==> config.mk <==
export PLATFORM = sky130hd
export DESIGN_NAME = wb_split128to32
export DESIGN_NICKNAME = d
export VERILOG_FILES = /design/src/rtl/wb_split128to32.sv
export SDC_FILE = /design/constraint.sdc
export NUM_CORES = 1
export LEC_CHECK = 0
export BUFFER_PORTS_ARGS = -buffer_cell sky130_fd_sc_hd__buf_2
export CAP_MARGIN = 20
export CORE_AREA = 2 2 217 219
export CTS_CLUSTER_DIAMETER = 150
export DETAILED_ROUTE_END_ITERATION = 12
export DIE_AREA = 0 0 219 221
export GPL_ROUTABILITY_DRIVEN = 0
export HOLD_SLACK_MARGIN = 0.08
export PLACE_DENSITY_LB_ADDON = 0.25
export SLEW_MARGIN = 10
export SYNTH_ARGS = -nofsm -noshare
export SYNTH_HDL_FRONTEND = slang
export SYNTH_SLANG_ARGS = --single-unit
==> constraint.sdc <==
create_clock -name clk_i -period 4.05 [get_ports clk_i]
set_clock_uncertainty 0.15 [all_clocks]
set_input_delay 0.81 -clock clk_i [delete_from_list [all_inputs] [get_ports clk_i]]
set_output_delay 0.81 -clock clk_i [all_outputs]
set_load 0.1 [all_outputs]
==> src/rtl/wb_split128to32.sv <==
`default_nettype none
// +----------------------------------------------------------------------------+
// | Module      : wb_split128to32 (with package wb_split128to32_pkg)            |
// | Description : Sequential splitter for one 128-bit Wishbone request.         |
// |               It issues one classic 32-bit beat for each active 4-bit sel   |
// |               lane, from the lowest lane upwards. For reads it reassembles  |
// |               the returned data into a single 128-bit response. Upstream    |
// |               sees exactly one ack, err or rty for each accepted request.   |
// | Ports       : clk_i     - system clock                                      |
// |               rst_ni    - synchronous active-low reset                      |
// |               req128_i  - upstream 128-bit request                          |
// |               resp128_o - upstream response (ack/err/rty/stall/dat/cid/tid) |
// |               req32_o   - downstream 32-bit request                         |
// |               resp32_i  - downstream response (ack/err/rty/dat)             |
// | Options     : WB_SPLIT_TIMEOUT_EN - abort a beat with err when the slave    |
// |               stays silent for TIMEOUT cycles. TOW is the width of the      |
// |               timeout counter.                                              |
// | Revision    : 1.0 - initial release                                         |
// +----------------------------------------------------------------------------+

package wb_split128to32_pkg;

    // Access size encoding carried in the sz field.
    localparam logic [2:0] c_SZ_BYTE  = 3'd0;
    localparam logic [2:0] c_SZ_WYDE  = 3'd1;
    localparam logic [2:0] c_SZ_TETRA = 3'd2;
    localparam logic [2:0] c_SZ_OCTA  = 3'd3;
    localparam logic [2:0] c_SZ_HEXI  = 3'd4;

    typedef struct packed {
        logic         cyc;
        logic         stb;
        logic         we;
        logic [4:0]   cmd;
        logic [7:0]   cid;
        logic [7:0]   tid;
        logic [2:0]   sz;
        logic [7:0]   attr;
        logic [15:0]  sel;
        logic [31:0]  padr;
        logic [31:0]  vadr;
        logic [127:0] data1;
    } wb_cmd_request128_t;

    typedef struct packed {
        logic         ack;
        logic         err;
        logic         rty;
        logic         stall;
        logic [7:0]   cid;
        logic [7:0]   tid;
        logic [127:0] dat;
    } wb_cmd_response128_t;

    typedef struct packed {
        logic         cyc;
        logic         stb;
        logic         we;
        logic [4:0]   cmd;
        logic [7:0]   cid;
        logic [7:0]   tid;
        logic [2:0]   sz;
        logic [7:0]   attr;
        logic [3:0]   sel;
        logic [31:0]  padr;
        logic [31:0]  vadr;
        logic [31:0]  dat;
    } wb_cmd_request32_t;

    typedef struct packed {
        logic         ack;
        logic         err;
        logic         rty;
        logic [31:0]  dat;
    } wb_cmd_response32_t;

endpackage : wb_split128to32_pkg

module wb_split128to32
    import wb_split128to32_pkg::*;
#(
    parameter int TIMEOUT = 255,
    parameter int TOW     = 8
) (
    input  logic                clk_i,
    input  logic                rst_ni,
    input  wb_cmd_request128_t  req128_i,
    output wb_cmd_response128_t resp128_o,
    output wb_cmd_request32_t   req32_o,
    input  wb_cmd_response32_t  resp32_i
);

    typedef enum logic [1:0] {
        ST_IDLE = 2'd0,
        ST_BEAT = 2'd1,
        ST_DONE = 2'd2
    } state_t;

    // The timeout counter must be able to hold TIMEOUT-1 and at least one
    // silent cycle has to be allowed.
    if (TIMEOUT < 1 || TIMEOUT >= (2 ** TOW)) begin : g_bad_timeout
        $error("wb_split128to32: TIMEOUT must satisfy 1 <= TIMEOUT < 2**TOW");
    end

    // ------------------------------------------------------------------
    // Helpers
    // ------------------------------------------------------------------
    // One bit per 32-bit lane: set when any byte of that lane is selected.
    function automatic logic [3:0] lanes_of(input logic [15:0] sel);
        logic [3:0] m;
        for (int k = 0; k < 4; k++) begin
            m[k] = |sel[4*k +: 4];
        end
        return m;
    endfunction

    // Index of the lowest set bit. Callers only use it on a non-zero mask.
    function automatic logic [1:0] first_lane(input logic [3:0] m);
        logic [1:0] l;
        l = 2'd0;
        for (int k = 3; k >= 0; k--) begin
            if (m[k]) begin
                l = 2'(k);
            end
        end
        return l;
    endfunction

    // Downstream beat for one lane of the latched request.
    function automatic wb_cmd_request32_t beat_of(input wb_cmd_request128_t r,
                                                  input logic [1:0]         lane);
        wb_cmd_request32_t b;
        b      = '0;
        // The latched copy was only taken with cyc and stb high.
        b.cyc  = r.cyc;
        b.stb  = r.stb;
        b.we   = r.we;
        b.cmd  = r.cmd;
        b.cid  = r.cid;
        b.tid  = r.tid;
        b.attr = r.attr;
        b.sel  = r.sel[{lane, 2'b00} +: 4];
        b.padr = {r.padr[31:4], lane, 2'b00};
        b.vadr = {r.vadr[31:4], lane, 2'b00};
        b.dat  = r.data1[{lane, 5'b00000} +: 32];
        // A fully selected lane is a plain word access whatever the
        // original size was; partial lanes keep the requested size.
        b.sz   = (b.sel == 4'hF) ? c_SZ_TETRA : r.sz;
        return b;
    endfunction

    // ------------------------------------------------------------------
    // State
    // ------------------------------------------------------------------
    state_t              state_q, state_d;
    logic [1:0]          lane_q,  lane_d;
    logic [3:0]          mask_q,  mask_d;   // lanes still to be issued
    logic [127:0]        buf_q,   buf_d;    // read data reassembly buffer
    wb_cmd_request128_t  req_q,   req_d;    // latched upstream request
    wb_cmd_request32_t   req32_q, req32_d;
    wb_cmd_response128_t resp_q,  resp_d;

    logic                fl_ack;
    logic                fl_err;
    logic                fl_rty;
    logic [3:0]          rem_mask;

`ifdef WB_SPLIT_TIMEOUT_EN
    logic [TOW-1:0]      tmo_q, tmo_d;
`endif

    always_comb begin
        state_d  = state_q;
        lane_d   = lane_q;
        mask_d   = mask_q;
        buf_d    = buf_q;
        req_d    = req_q;
        fl_ack   = 1'b0;
        fl_err   = 1'b0;
        fl_rty   = 1'b0;
        rem_mask = 4'b0000;
`ifdef WB_SPLIT_TIMEOUT_EN
        tmo_d    = tmo_q;
`endif

        case (state_q)
            ST_IDLE: begin
                if (req128_i.cyc && req128_i.stb) begin
                    req_d  = req128_i;
                    mask_d = lanes_of(req128_i.sel);
                    buf_d  = '0;
`ifdef WB_SPLIT_TIMEOUT_EN
                    tmo_d  = '0;
`endif
                    if (mask_d != 4'b0000) begin
                        lane_d  = first_lane(mask_d);
                        state_d = ST_BEAT;
                    end else begin
                        // Nothing selected: answer without touching the bus.
                        state_d = ST_DONE;
                        fl_ack  = 1'b1;
                    end
                end
            end

            ST_BEAT: begin
                // err beats rty beats ack when several flags arrive together.
                if (resp32_i.err) begin
                    mask_d  = 4'b0000;
                    state_d = ST_DONE;
                    fl_err  = 1'b1;
                end else if (resp32_i.rty) begin
                    mask_d  = 4'b0000;
                    state_d = ST_DONE;
                    fl_rty  = 1'b1;
                end else if (resp32_i.ack) begin
                    if (!req_q.we) begin
                        buf_d[{lane_q, 5'b00000} +: 32] = resp32_i.dat;
                    end
                    rem_mask = mask_q & ~(4'b0001 << lane_q);
                    mask_d   = rem_mask;
`ifdef WB_SPLIT_TIMEOUT_EN
                    tmo_d    = '0;
`endif
                    if (rem_mask != 4'b0000) begin
                        lane_d = first_lane(rem_mask);
                    end else begin
                        state_d = ST_DONE;
                        fl_ack  = 1'b1;
                    end
                end
`ifdef WB_SPLIT_TIMEOUT_EN
                // The TIMEOUT-th silent cycle ends the beat as a slave err.
                else if (tmo_q == TOW'(TIMEOUT - 1)) begin
                    mask_d  = 4'b0000;
                    state_d = ST_DONE;
                    fl_err  = 1'b1;
                end else begin
                    tmo_d = tmo_q + 1'b1;
                end
`endif
            end

            ST_DONE: begin
                state_d = ST_IDLE;
            end

            default: begin
                state_d = ST_IDLE;
            end
        endcase

        // Outputs are derived from the next state so that they are
        // registered together with it.
        req32_d = '0;
        if (state_d == ST_BEAT) begin
            req32_d = beat_of(req_d, lane_d);
        end

        resp_d       = '0;
        resp_d.stall = (state_d != ST_IDLE);
        resp_d.ack   = fl_ack;
        resp_d.err   = fl_err;
        resp_d.rty   = fl_rty;
        resp_d.cid   = req_d.cid;
        resp_d.tid   = req_d.tid;
        if (state_d == ST_DONE && !req_d.we) begin
            resp_d.dat = buf_d;
        end
    end

    always_ff @(posedge clk_i) begin
        if (!rst_ni) begin
            state_q <= ST_IDLE;
            lane_q  <= 2'd0;
            mask_q  <= 4'b0000;
            buf_q   <= '0;
            req_q   <= '0;
            req32_q <= '0;
            resp_q  <= '0;
`ifdef WB_SPLIT_TIMEOUT_EN
            tmo_q   <= '0;
`endif
        end else begin
            state_q <= state_d;
            lane_q  <= lane_d;
            mask_q  <= mask_d;
            buf_q   <= buf_d;
            req_q   <= req_d;
            req32_q <= req32_d;
            resp_q  <= resp_d;
`ifdef WB_SPLIT_TIMEOUT_EN
            tmo_q   <= tmo_d;
`endif
        end
    end

    assign req32_o   = req32_q;
    assign resp128_o = resp_q;

endmodule : wb_split128to32

`default_nettype wire

==> flow_metrics.env <==
export IMPL_status="completed"
export IMPL_io_pin_count=563
export IMPL_drtIter0Drc=1302
export IMPL_setup_viol=0
export IMPL_synth_edf_count=0
export IMPL_start_util_pct=49.6
export IMPL_avgSynthCellArea_um2=9.50
export IMPL_critPathKind="reg -> reg"
export IMPL_crit_chain="inv_1 -> ha_1 -> nor2b_1 -> or4_4 -> a211o_2 -> buf_4 -> and3_1 -> a211oi_1 -> a311o_1 -> a21oi_1"
export IMPL_setup_tns_final_ns=0
export IMPL_ys_types=51
export IMPL_maxCapViolCount=0
export IMPL_max_slew_margin_rel_pct=22.7
export IMPL_cts_sinks=632
export IMPL_cts_made_buffers=60
export IMPL_tightestPinTransition_ns=1.16
export IMPL_maxSlewViolCount=0
export IMPL_synth_flop_cell="dfxtp_1"
export IMPL_hp_class="in -> reg"
export IMPL_critPathMaxStageDelay_ns=0.56
export IMPL_die_w_um=219
export IMPL_vdd_drop_max_uv=464
export IMPL_hold_viol=0
export IMPL_final_nets=3133
export IMPL_viasPerCell=5.38
export IMPL_synth_area_leaders="dfxtp_1 (55%), nand2_1 (6.8%), nor2b_1 (6.5%), a21boi_0 (4.5%), mux2i_1 (4.2%)"
export IMPL_clk_pin_slew_worst_paths_ns=0.07
export IMPL_fmax_mhz=288
export IMPL_finalNonFillerCells=3527
export IMPL_ys_top_cells_by_count="dfxtp_1 (632), nand2_1 (412), nor2b_1 (238), nor2_1 (229), clkbuf_1 (164)"
export IMPL_cts_resized=0
export IMPL_port_buffers=550
export IMPL_antenna_found_initial=33
export IMPL_clockRootBuffer="clkbuf_16"
export IMPL_worstSetupEndpointType="register"
export IMPL_htree_levels=2
export IMPL_fp_dieArea_mm2=0.0484
export IMPL_dp_hpwl_mm=42.6
export IMPL_crit_buf_inv=2
export IMPL_synth_top_cell_by_area="dfxtp_1"
export IMPL_rows=79
export IMPL_critPathSlowestCell="or4_4"
export IMPL_path_max_fanout=48
export IMPL_insertion_delay_ns=0.62
export IMPL_drcViolationCount=0
export IMPL_fin_crit_sh_pct=85.6
export IMPL_ys_seq_area_share_pct=55.4
export IMPL_yosysMostFrequentCell="dfxtp_1"
export IMPL_synth_warnings=0
export IMPL_drt_wl_total_mm=65.9
export IMPL_min_period_ns=3.47
export IMPL_synthToLayoutAreaGrowth_pct=22.9
export IMPL_grt_max_degree=201
export IMPL_die_h_um=221
export IMPL_syn_instance_count=2406
export IMPL_grt_pass1_wl_mm=100
export IMPL_cp_required_ns=4.38
export IMPL_async_flop_share_pct=0
export IMPL_critPathTopFamily="compound AO/OA/AOI/OAI gates"
export IMPL_fin_hold_ws_ns=0.278
export IMPL_placed_cells_incl_taps=3390
export IMPL_grt_pass1_vias=18400
export IMPL_drt_first_pass_iters=6
export IMPL_clockBufferDepth=3
export IMPL_ctsHoldBuffers=0
export IMPL_rsz0062_at_grt="false"
export IMPL_postCtsSetupRepairBufs=0
export IMPL_routedWlPerCell_um=18.7
export IMPL_grt_use_total_pct=26.0
export IMPL_ys_seq_elements=632
export IMPL_cts_tree="built"
export IMPL_core_mm2=0.0461
export IMPL_crit_arrival_ns=3.80
export IMPL_synthesis_area_mm2=0.0229
export IMPL_power_density_mw_per_mm2=485
export IMPL_drive_gt1_share_pct=24.9
export IMPL_power_leakage_nw=11.9
export IMPL_gr_total_overflow=0
export IMPL_yosysTopAreaCellShare_pct=55.4
export IMPL_vias=19000
export IMPL_startpoint_type="register"
export IMPL_antenna_left=0
final timing paths:
check,startpoint,to,slack (ns),cells past startpoint
worst max-delay path,lane_q[0],req32_o[1],0.58,10
worst max register to register,lane_q[0],req32_o[1],0.58,10
worst min-delay path,resp32_i[33],resp128_o[145],0.28,2
worst min register to register,req_q[241],req32_o[133],0.31,2
worst register-to-register path: cells and delay by family (launching register included):
family / cells / cell delay, ns
flip-flops: 1 / 0.40
adder cells (fa/ha/maj): 1 / 0.28
AO/OA/AOI/OAI: 4 / 0.99
buffers and inverters: 2 / 0.56
AND/OR/NAND/NOR: 3 / 0.95
routing by layer:
layer  vias to the layer above  GRT usage (%)  wire length [um]
met5                         -              0               100
met4                        16           11.8              2690
met3                       165           6.78              4800
met2                       638           44.5             31800
met1                      9119           30.3             26500
li1                       9034              -                 -
through the flow:
| step | utilization (%) | setup slack [ns] | total power [W] | instance area (um^2) |
|---|---|---|---|---|
| 3_5_place_dp | 56.4 | 0.287 | 0.00796 | 26000 |
| 3_3_place_gp | 56.4 | 0.317 | 0.00793 | 26000 |
| 4_1_cts | 60.8 | 0.602 | 0.0137 | 28000 |
| 2_1_floorplan | - | 1.04 | 0.00752 | 22900 |
| 5_1_grt | 61.0 | 0.408 | 0.0141 | 28100 |
| 6_report | 61.0 | 0.583 | 0.0136 | 28100 |
where the power goes:
group	internal [W]	total [W]	switching, W
Sequential	0.00636	0.00642	0.0000601
Clock	0.00334	0.00578	0.00244
Combinational	0.000457	0.00141	0.000954
cell families (layout without fill, tap and decap cells):
group	count (synthesis)	in the layout	share of synthesized area [%]
flops	632	632	55.4
compound gates	469	469	15.8
other cells	1	30	0.0164
fa+ha+maj	8	8	0.438
mux	97	97	4.25
buf+inv	219	704	4.12
simple gates	980	980	20.0
placed cells by master (no fill, tap or decap), drive strengths merged, types with 7 or more instances in the layout:
| master | count |
|---|---|
| a211oi | 65 |
| a21boi | 137 |
| a21oi | 42 |
| a22oi | 127 |
| a311o | 64 |
| and3 | 72 |
| buf | 588 |
| bufinv | 7 |
| clkbuf | 74 |
| clkinv | 18 |
| clkinvlp | 11 |
| dfxtp | 632 |
| diode | 26 |
| ha | 8 |
| mux2i | 97 |
| nand2 | 412 |
| nor2 | 230 |
| nor2b | 238 |
| o211a | 8 |
| o21ai | 8 |
registers in the layout (all words and copies together), names as in the netlist:
register	cells
req32_o	129
lane_q	2
req_q	219
mask_q	4
buf_q	128
resp128_o	148
state_q	2
cell type report:
type	instances	area, um^2
inverter	4	15.0
antenna	26	65.1
timing repair buffer	589	3180
tap	607	759
clock buffer	73	1640
clock inverter	38	423
sequential	632	12700
fill	3919	18000
multi-input combinational	1558	9360
Power figures use the tool's default switching activity.
